$ cat src/rtl/booth_multiplier_pkg.sv
// ---------------------------------------------------------------------------
// booth_multiplier_pkg
//   Shared definitions for the radix-2 Booth multiplier:
//     - state_e     : FSM state encoding (IDLE=0, RUN=1, DONE=2)
//     - DEFAULT_WIDTH : default operand/result width
//     - cnt_width() : width of the iteration counter for a given WIDTH
// ---------------------------------------------------------------------------
package booth_multiplier_pkg;

  localparam int DEFAULT_WIDTH = 32;

  typedef enum logic [1:0] {
    ST_IDLE = 2'd0,
    ST_RUN  = 2'd1,
    ST_DONE = 2'd2
  } state_e;

  // Counter only has to reach WIDTH-1, so clog2(WIDTH) bits suffice.
  function automatic int cnt_width(input int width);
    return (width > 1) ? $clog2(width) : 1;
  endfunction

endpackage

$ cat src/rtl/booth_multiplier_step.sv
// ---------------------------------------------------------------------------
// booth_step
//   One radix-2 Booth iteration, purely combinational.
//   Product register layout: P = {hi[WIDTH:0], lo[WIDTH-1:0], q_m1}.
//   Recode on {lo[0], q_m1}: 01 -> hi += M, 10 -> hi -= M, else no-op;
//   then the whole register is arithmetic-shifted right by one.
// Ports:
//   p_i  [2*WIDTH+1:0]  current product register
//   m_i  [WIDTH-1:0]    multiplicand (signed)
//   p_o  [2*WIDTH+1:0]  product register after this step
// ---------------------------------------------------------------------------
module booth_step #(
  parameter int WIDTH = 32
) (
  input  logic [2*WIDTH+1:0] p_i,
  input  logic [WIDTH-1:0]   m_i,
  output logic [2*WIDTH+1:0] p_o
);

  logic [WIDTH:0]   hi;
  logic [WIDTH-1:0] lo;
  logic [WIDTH:0]   m_ext;
  logic [WIDTH:0]   hi_sum;

  assign hi    = p_i[2*WIDTH+1:WIDTH+1];
  assign lo    = p_i[WIDTH:1];
  assign m_ext = {m_i[WIDTH-1], m_i};

  always_comb begin
    // NOTE: default first so every path assigns hi_sum and no latch is inferred.
    hi_sum = hi;
    unique case ({p_i[1], p_i[0]})
      2'b01:   hi_sum = hi + m_ext;
      2'b10:   hi_sum = hi - m_ext;
      default: hi_sum = hi;
    endcase
  end

  // Arithmetic shift: hi MSB replicated, old q_m1 dropped, lo[0] becomes q_m1.
  assign p_o = {hi_sum[WIDTH], hi_sum, lo};

endmodule

$ cat src/rtl/booth_multiplier.sv
// ---------------------------------------------------------------------------
// booth_multiplier
//   Multi-cycle signed WIDTH x WIDTH multiplier (radix-2 Booth), one recode
//   step per clock. A start pulse latches both operands; WIDTH steps later
//   the FSM enters DONE and the following edge registers the low WIDTH
//   product bits and raises data_resultRDY for one cycle.
//   Start at edge 0 -> data_resultRDY high in cycle WIDTH+1.
//   A start while RUN or DONE aborts the current operation (no RDY for it).
// Ports:
//   clock           in   system clock, rising edge
//   reset           in   asynchronous, active-high
//   ctrl_MULT       in   start pulse, latches operands
//   data_operandA   in   [WIDTH-1:0] multiplicand (signed)
//   data_operandB   in   [WIDTH-1:0] multiplier (signed)
//   data_result     out  [WIDTH-1:0] low product bits, registered, held
//   data_resultRDY  out  one-cycle result-valid pulse
//   data_exception  out  signed overflow flag, valid with data_resultRDY
// Configuration:
//   MULT_OVERFLOW_EN  defined   -> overflow check drives data_exception
//                     undefined -> data_exception tied to 0
// ---------------------------------------------------------------------------
module booth_multiplier
  import booth_multiplier_pkg::*;
#(
  parameter int WIDTH = DEFAULT_WIDTH
) (
  input  logic             clock,
  input  logic             reset,
  input  logic             ctrl_MULT,
  input  logic [WIDTH-1:0] data_operandA,
  input  logic [WIDTH-1:0] data_operandB,
  output logic [WIDTH-1:0] data_result,
  output logic             data_resultRDY,
  output logic             data_exception
);

  localparam int CNT_W = cnt_width(WIDTH);
  localparam int P_W   = 2 * WIDTH + 2;

  state_e           state_q;
  logic [CNT_W-1:0] cnt_q;
  logic [P_W-1:0]   p_q;
  logic [P_W-1:0]   p_d;
  logic [WIDTH-1:0] m_q;
  logic [WIDTH-1:0] result_q;
  logic             rdy_q;

  booth_step #(.WIDTH(WIDTH)) u_step (
    .p_i (p_q),
    .m_i (m_q),
    .p_o (p_d)
  );

`ifdef MULT_OVERFLOW_EN
  logic exc_q;
  logic ovf;

  // Product fits WIDTH signed bits only if hi is a pure sign extension of lo.
  assign ovf = (p_q[P_W-1:WIDTH+1] != {(WIDTH+1){p_q[WIDTH]}});
`endif

  // NOTE: all state here uses non-blocking assignments so every register
  // samples pre-edge values regardless of statement order.
  always_ff @(posedge clock or posedge reset) begin
    if (reset) begin
      state_q  <= ST_IDLE;
      cnt_q    <= '0;
      p_q      <= '0;
      m_q      <= '0;
      result_q <= '0;
      rdy_q    <= 1'b0;
`ifdef MULT_OVERFLOW_EN
      exc_q    <= 1'b0;
`endif
    end else begin
      rdy_q <= 1'b0;
`ifdef MULT_OVERFLOW_EN
      exc_q <= 1'b0;
`endif
      if (ctrl_MULT) begin
        // Start (or restart): any in-flight operation is discarded.
        p_q     <= {{(WIDTH+1){1'b0}}, data_operandB, 1'b0};
        m_q     <= data_operandA;
        cnt_q   <= '0;
        state_q <= ST_RUN;
      end else begin
        unique case (state_q)
          ST_RUN: begin
            p_q   <= p_d;
            cnt_q <= cnt_q + CNT_W'(1);
            if (cnt_q == CNT_W'(WIDTH - 1)) begin
              state_q <= ST_DONE;
            end
          end
          ST_DONE: begin
            result_q <= p_q[WIDTH:1];
            rdy_q    <= 1'b1;
`ifdef MULT_OVERFLOW_EN
            exc_q    <= ovf;
`endif
            state_q  <= ST_IDLE;
          end
          default: begin
            state_q <= ST_IDLE;
          end
        endcase
      end
    end
  end

  assign data_result    = result_q;
  assign data_resultRDY = rdy_q;
`ifdef MULT_OVERFLOW_EN
  assign data_exception = exc_q;
`else
  assign data_exception = 1'b0;
`endif

endmodule
$ cat config.mk
export PLATFORM = sky130hd
export DESIGN_NAME = booth_multiplier
export DESIGN_NICKNAME = d
export VERILOG_FILES = /design/src/rtl/booth_multiplier_pkg.sv /design/src/rtl/booth_multiplier_step.sv /design/src/rtl/booth_multiplier.sv
export SDC_FILE = /design/constraint.sdc
export NUM_CORES = 1
export LEC_CHECK = 0
export CELL_PAD_IN_SITES_DETAIL_PLACEMENT = 1
export CELL_PAD_IN_SITES_GLOBAL_PLACEMENT = 1
export CORE_ASPECT_RATIO = 0.75
export CORE_UTILIZATION = 50
export CTS_CLUSTER_DIAMETER = 150
export DETAILED_ROUTE_END_ITERATION = 8
export DONT_BUFFER_PORTS = 1
export PLACE_DENSITY = 0.8
export SYNTH_ARGS = -nofsm -noshare
export SYNTH_HDL_FRONTEND = slang
export SYNTH_SLANG_ARGS = --single-unit
export TNS_END_PERCENT = 20
$ cat constraint.sdc
create_clock -name clock -period 5.9 [get_ports clock]
set_input_delay 1.475 -clock clock [delete_from_list [all_inputs] [get_ports clock]]
set_output_delay 1.475 -clock clock [all_outputs]
set_load 0.05 [all_outputs]
# Word level (Yosys, flattened, before mapping)
# Index checks and enable logic that the tools add are counted.
[word_totals]
n_memories = 0
latch_bits = 0
mem_bits_ro = 0
output_inout_bits = 34
ff_bits = 138
ramBits = 0
[op_classes]
muxes = 10
n_bitwise = 1
div_mod_pow = 0
n_lt_le_gt_ge = 0
n_eq_ne = 6
mul = 0
shift = 0
add_sub_neg = 3
n_reduce_logical = 2
[op_table]
columns = ["operator", "n"]
rows = [
  ["2-to-1 mux 66 bit", 2],
  ["one-hot mux 33 bit (2 select lines)", 1],
  ["adder 33 bit", 1],
  ["subtractor 33 bit", 1],
  ["2-to-1 mux 5 bit", 2],
  ["2-to-1 mux 2 bit", 3],
  ["adder 5 x 1 -> 5 bit, second input constant", 1],
  ["equality test 5 bit, second input constant", 1],
  ["equality test 2 x 1 -> 1 bit, second input constant", 2],
  ["equality test 2 bit, second input constant", 2],
  ["!= test 3 bit, second input constant", 1],
  ["2-to-1 mux 1 bit", 2],
  ["AND reduction 2 bit", 1],
  ["nonzero test 2 bit", 1],
  ["inverter 1 bit", 1],
]

# Depth between registers and ports, before layout
# Gate-level depths: netlist (run 1).
[logic_depth]
word_depth = 4
mapped_depth = 18
mapped_depth_nobuf = 17

# Modules after synthesis
# A second synthesis (run 1) with hierarchy kept.
[unflattened]
cells_unflattened = 916
area_unflattened_um2 = 8555.7
[modules_own_cells]
columns = ["module", "cells_per_inst", "seq_area_each_um2", "area_per_inst_um2", "instances"]
rows = [
  ["booth_multiplier", 456, 3453.3, 5561.6, 1],
  ["booth_step", 460, 0.0, 2994.1, 1],
]

# Worst setup path before layout (run 1)
# OpenSTA, ideal clock, no wires.
[synth_timing]
kind = "register to register"
start = "register m_q[2]"
end = "register p_q[64]"
t_required_ns = 5.823
stages_incl_launch_ff = 18
slack_ns = 1.587
arrival_ns = 4.235
setup_time_ns = 0.077
cell_sequence = "dfrtp_1 or3_4 nor3_1 nand2b_1 or3_1 nor2_1 a21oi_1 xnor2_1 ha_1 and3_1 clkbuf_1 and2_1 a311oi_2 a21boi_2 o211a_1 o31a_1 or4_1 a21oi_1"
[synth_via]
elab_chain_cells = 4
[synth_rtl]
columns = ["element", "line_no", "rtl"]
rows = [
  ["from (decl)", "booth_multiplier.sv:44", "logic [WIDTH-1:0] m_q;"],
  ["from (signal assigned)", "booth_multiplier.sv:83", "m_q <= data_operandA;"],
  ["subtractor 33 bit or adder 33 bit (tied branches)", "booth_multiplier_step.sv:34, booth_multiplier_step.sv:33", ""],
  ["one-hot mux 33 bit (2 select lines) *", "booth_multiplier_step.sv:32", "unique case ({p_i[1], p_i[0]})"],
  ["2-to-1 mux 66 bit *", "booth_multiplier.sv:87", "unique case (state_q)"],
  ["2-to-1 mux 66 bit *", "booth_multiplier.sv:80", "if (ctrl_MULT) begin"],
  ["to (signal assigned)", "booth_multiplier.sv:82", "p_q <= {{(WIDTH+1){1'b0}}, data_operandB, 1'b0};"],
  ["to (signal assigned)", "booth_multiplier.sv:89", "p_q <= p_d;"],
  ["to (decl)", "booth_multiplier.sv:42", "logic [P_W-1:0] p_q;"],
]
# Mark *: on every way between the ends. The rest lies on a longest branch, timed or not. The select of a mux whose other input is x is not followed.
# A chain may end at the register's enable or synchronous reset.

# Worst setup path in the final report (run 1)
# Same ends and word-level chain as after synthesis.

==> impl_metrics.toml, run 1 <==
[run_status]
status = "completed"

[finish]
regArea_um2 = 3430
stdcell_count = 1027
diodes = 0
fillers = 1728
fin_nets = 913
final_area_um2 = 8790
area_delta_synth_final_pct = 8.91
drive_gt1_share_pct = 12.9
multi_input_area_um2 = 4390
final_core_util_pct = 56.7

[setup_path]
r2r-end = "p_q[64]"
ff2ff_path_depth = 16
arrival_ps = 5390
critical_path.max_stage_delay_ps = 560
rrSetupSlack_ps = 850
worst-path-buf-inv = 0
path_max_fanout = 10
worstSetupPathType = "reg -> reg"
crit_path_start_kind = "flip-flop"
crit_path_cell_trace = "or3_4 > nor3_1 > nand2b_1 > or3_1 > nor2_1 > and3b_1 > a21oi_1 > xnor2_1 > ha_1 > a21oi_1 > o21ai_0 > or3_1 > o211a_1 > o31a_1 > or4_1 > a21oi_1"
cp_top_family = "simple AND/OR/NAND/NOR gates"
required_ps = 6240
crit_start = "m_q[2]"
r2r-start = "m_q[2]"
cp_common_cell = "a21oi_1"
crit_slowest_cell = "nor2_1"
crit_path_end_kind = "flip-flop"

[power]
internal-power_mw = 2.18
p_leak_nw = 4.09
pwr_density_cell_nw_per_um2 = 391
power_frac_seq_pct = 34.2
p_clk_share_pct = 31.1
power_mw = 3.44
switchingPower_mw = 1.26
sw_frac_of_total_pct = 36.6
ir_drop_mv = 0.200
pwr-share-comb_pct = 34.7

[clock_network]
ctsResizeCount = 0
cts-hold-fix-buffers = 0
clock_sinks = 137
numCtsBuffers = 17
cts_tree = "built"
h-tree-depth = 4
postCtsSetupBuffers = 0
cts_buffer_depth = 2
cts_root_buf = "clkbuf_16"
clkTransAtPathRegs_ps = 60
clk_latency_ps = 430

[timing]
hold_viol_final = 0
fmax_mhz = 198
drv_slew = 0
period_needed_ps = 5050
relSlewSlack_pct = 36.4
finalSetupTns_ps = 0
setup-violations-final = 0
fin_skew_ps = 11.1
rsz0062_at_grt = "no"
hold_slack_ps = 529
worst_pin_slew_ps = 952
period_share_pct = 85.6
setup_slack_ps = 851

[synthesis]
syn_area_per_cell_um2 = 9.75
synth_edf_count = 0
synthFlopType = "dfrtp_1"
synth-seq-cells = 137
synth_cell_types = 65
synth_top_area_share_pct = 42.5
ys_seq_area_share_pct = 42.5
syn_inst = 828
yosysWarnings = 0
synth_top_area_cell = "dfrtp_1"
ys_async_sr_fraction_pct = 100
syn-num-nets = 932
ys_top_cells_by_area = "dfrtp_1, mux2_2, ha_1, o21ai_0, xnor2_1"
synth.cell_area_um2 = 8070

[placement]
io_buffer_count = 0
place_area_um2 = 8210
place_ws_ps = 1010
gp_congestion = 0.858
hpwl_mm = 14.6
dp.cells = 995

[floorplanning]
core_um2 = 15500
die_width_um = 149
die_h_um = 112
dieArea_um2 = 16700
num_rows = 39
initial_core_util_pct = 52.0
boundaryPins = 101

[worst_hold_path]
hold_path.class = "reg -> reg"
min_to = "p_q[0]"
hold_start = "p_q[0]"
hold_depth = 2

[global_route]
grt_pass1_wl_mm = 36.4
grtUsageTotal_pct = 27.7
grt_antenna_before_repair = 0
grt.overflow.total = 0
grt_pass1_vias = 6975
grt_max_degree = 132

[routing]
wl_mm = 21.6
drt_iter0_markers = 429
vias = 6329
ant_nets = 0
drcViolationCount = 0
post_drt_wl_per_cell_um = 21.0
viasPerCell = 6.16
first_pass_iters = 4

[run]
maxCapViolations = 0
==> cell usage after synthesis (6+ instances only) <==
| library cell | count |
|---|---|
| dfrtp_1 | 137 |
| o21ai_0 | 85 |
| nand2_1 | 81 |
| a21oi_1 | 63 |
| mux2_2 | 57 |
| nor2_1 | 47 |
| xnor2_1 | 47 |
| ha_1 | 36 |
| clkbuf_1 | 34 |
| mux2i_1 | 34 |
| inv_1 | 21 |
| nor3_1 | 15 |
| or3_1 | 10 |
| a211oi_1 | 9 |
| a31oi_1 | 9 |
| and3_1 | 9 |
| nand3_1 | 9 |
| o211ai_1 | 9 |
| nand4_1 | 8 |
| xor2_1 | 8 |
| buf_1 | 7 |
| nor4_1 | 7 |
| o21a_1 | 7 |
| a21o_1 | 6 |
| nor2b_1 | 6 |
==> routing by layer <==
layer,GRT usage (%),wire (um),up-vias
met5,0,0,-
met4,7.62,189,0
met3,5.61,1080,13
met2,45.0,10400,143
met1,37.8,9940,3229
li1,-,-,2944
==> sequential cells by signal, indices dropped and copies added, names as in the netlist <==
signal          cells
p_q                65
data_result        32
state_q             2
data_resultRDY      1
m_q                32
cnt_q               5
==> worst reg2reg max path: stages, from the launching register on <==
cell	delay, ps
dfrtp_1	440
or3_4	440
nor3_1	210
nand2b_1	120
or3_1	390
nor2_1	560
and3b_1	330
a21oi_1	100
xnor2_1	220
ha_1	380
a21oi_1	210
o21ai_0	140
or3_1	350
o211a_1	240
o31a_1	290
or4_1	390
a21oi_1	150
==> power by group through the flow <==
stage | combinational [mW] | sequential (mW) | clock, mW
2_1_floorplan | 0.932 | 1.14 | 0
3_3_place_gp | 1.11 | 1.18 | 0
3_5_place_dp | 1.17 | 1.19 | 0
4_1_cts | 1.18 | 1.17 | 1.09
5_1_grt | 1.32 | 1.19 | 1.13
6_report | 1.19 | 1.18 | 1.07
==> final cells by class <==
cell class	instances	share of cell area, %
clock buffer	19	5.04
clock inverter	13	1.64
inverter	22	0.996
multi-input combinational	625	49.9
sequential	137	39.0
tap	205	2.92
timing repair buffer	6	0.512
==> worst max-delay path by stage <==
stage / to / slack [ps] / cells past startpoint
2_1_floorplan: cnt_q[0] / 760 / 1
3_3_place_gp: p_q[64] / 1200 / 16
3_5_place_dp: p_q[64] / 1010 / 16
4_1_cts: p_q[64] / 910 / 16
5_1_grt: p_q[59] / 510 / 16
6_report: p_q[64] / 850 / 16
==> cell usage in the layout (no fill, tap or decap), types with 3 or more instances in the layout <==
master / n
o21ai_0: 85
nand3_1: 9
nand2b_1: 5
mux2i_1: 34
clkinv_2: 3
or3_1: 10
o211ai_1: 9
mux2_2: 57
buf_4: 6
nor3_1: 15
xor2_1: 8
nor2_1: 47
inv_6: 3
xnor2_1: 47
o31a_1: 3
nor4_1: 7
nand2_1: 81
nand4_1: 8
nor2b_1: 5
a22oi_1: 3
a21o_1: 6
clkinvlp_4: 3
ha_1: 36
dfrtp_1: 137
o21a_1: 7
a311oi_1: 5
clkbuf_16: 17
or4_1: 3
a211oi_1: 9
a21oi_1: 63
o31ai_1: 3
o21bai_1: 3
and3_1: 9
inv_1: 20
a31oi_1: 9
a32oi_1: 4
==> kinds of logic after synthesis <==
| kind of cell | count (synthesis) | synth area share (%) |
|---|---|---|
| buffers and inverters | 66 | 3.33 |
| AND/OR/NAND/NOR | 213 | 12.8 |
| multiplexers | 91 | 12.2 |
| flip-flops | 137 | 42.5 |
| AO/OA/AOI/OAI | 228 | 17.4 |
| adder cells (fa/ha/maj) | 37 | 5.83 |
| XOR/XNOR | 55 | 5.97 |
| other | 1 | 0.0464 |
Note: power is estimated with default switching activity, not from simulation.
==> run 2: changes to the inputs <==
Settings changed: SLEW_MARGIN set to 0.
==> results of run 2 <==
Same layout as run 1: the final DEF is identical, and so are final timing and power.
==> run 3: changes to the inputs <==
Settings changed: ABC_CLOCK_PERIOD_IN_PS set to 5900, HOLD_SLACK_MARGIN set to 0.15.
==> results of run 3 <==
Same layout as run 1: the final DEF is identical, and so are final timing and power.
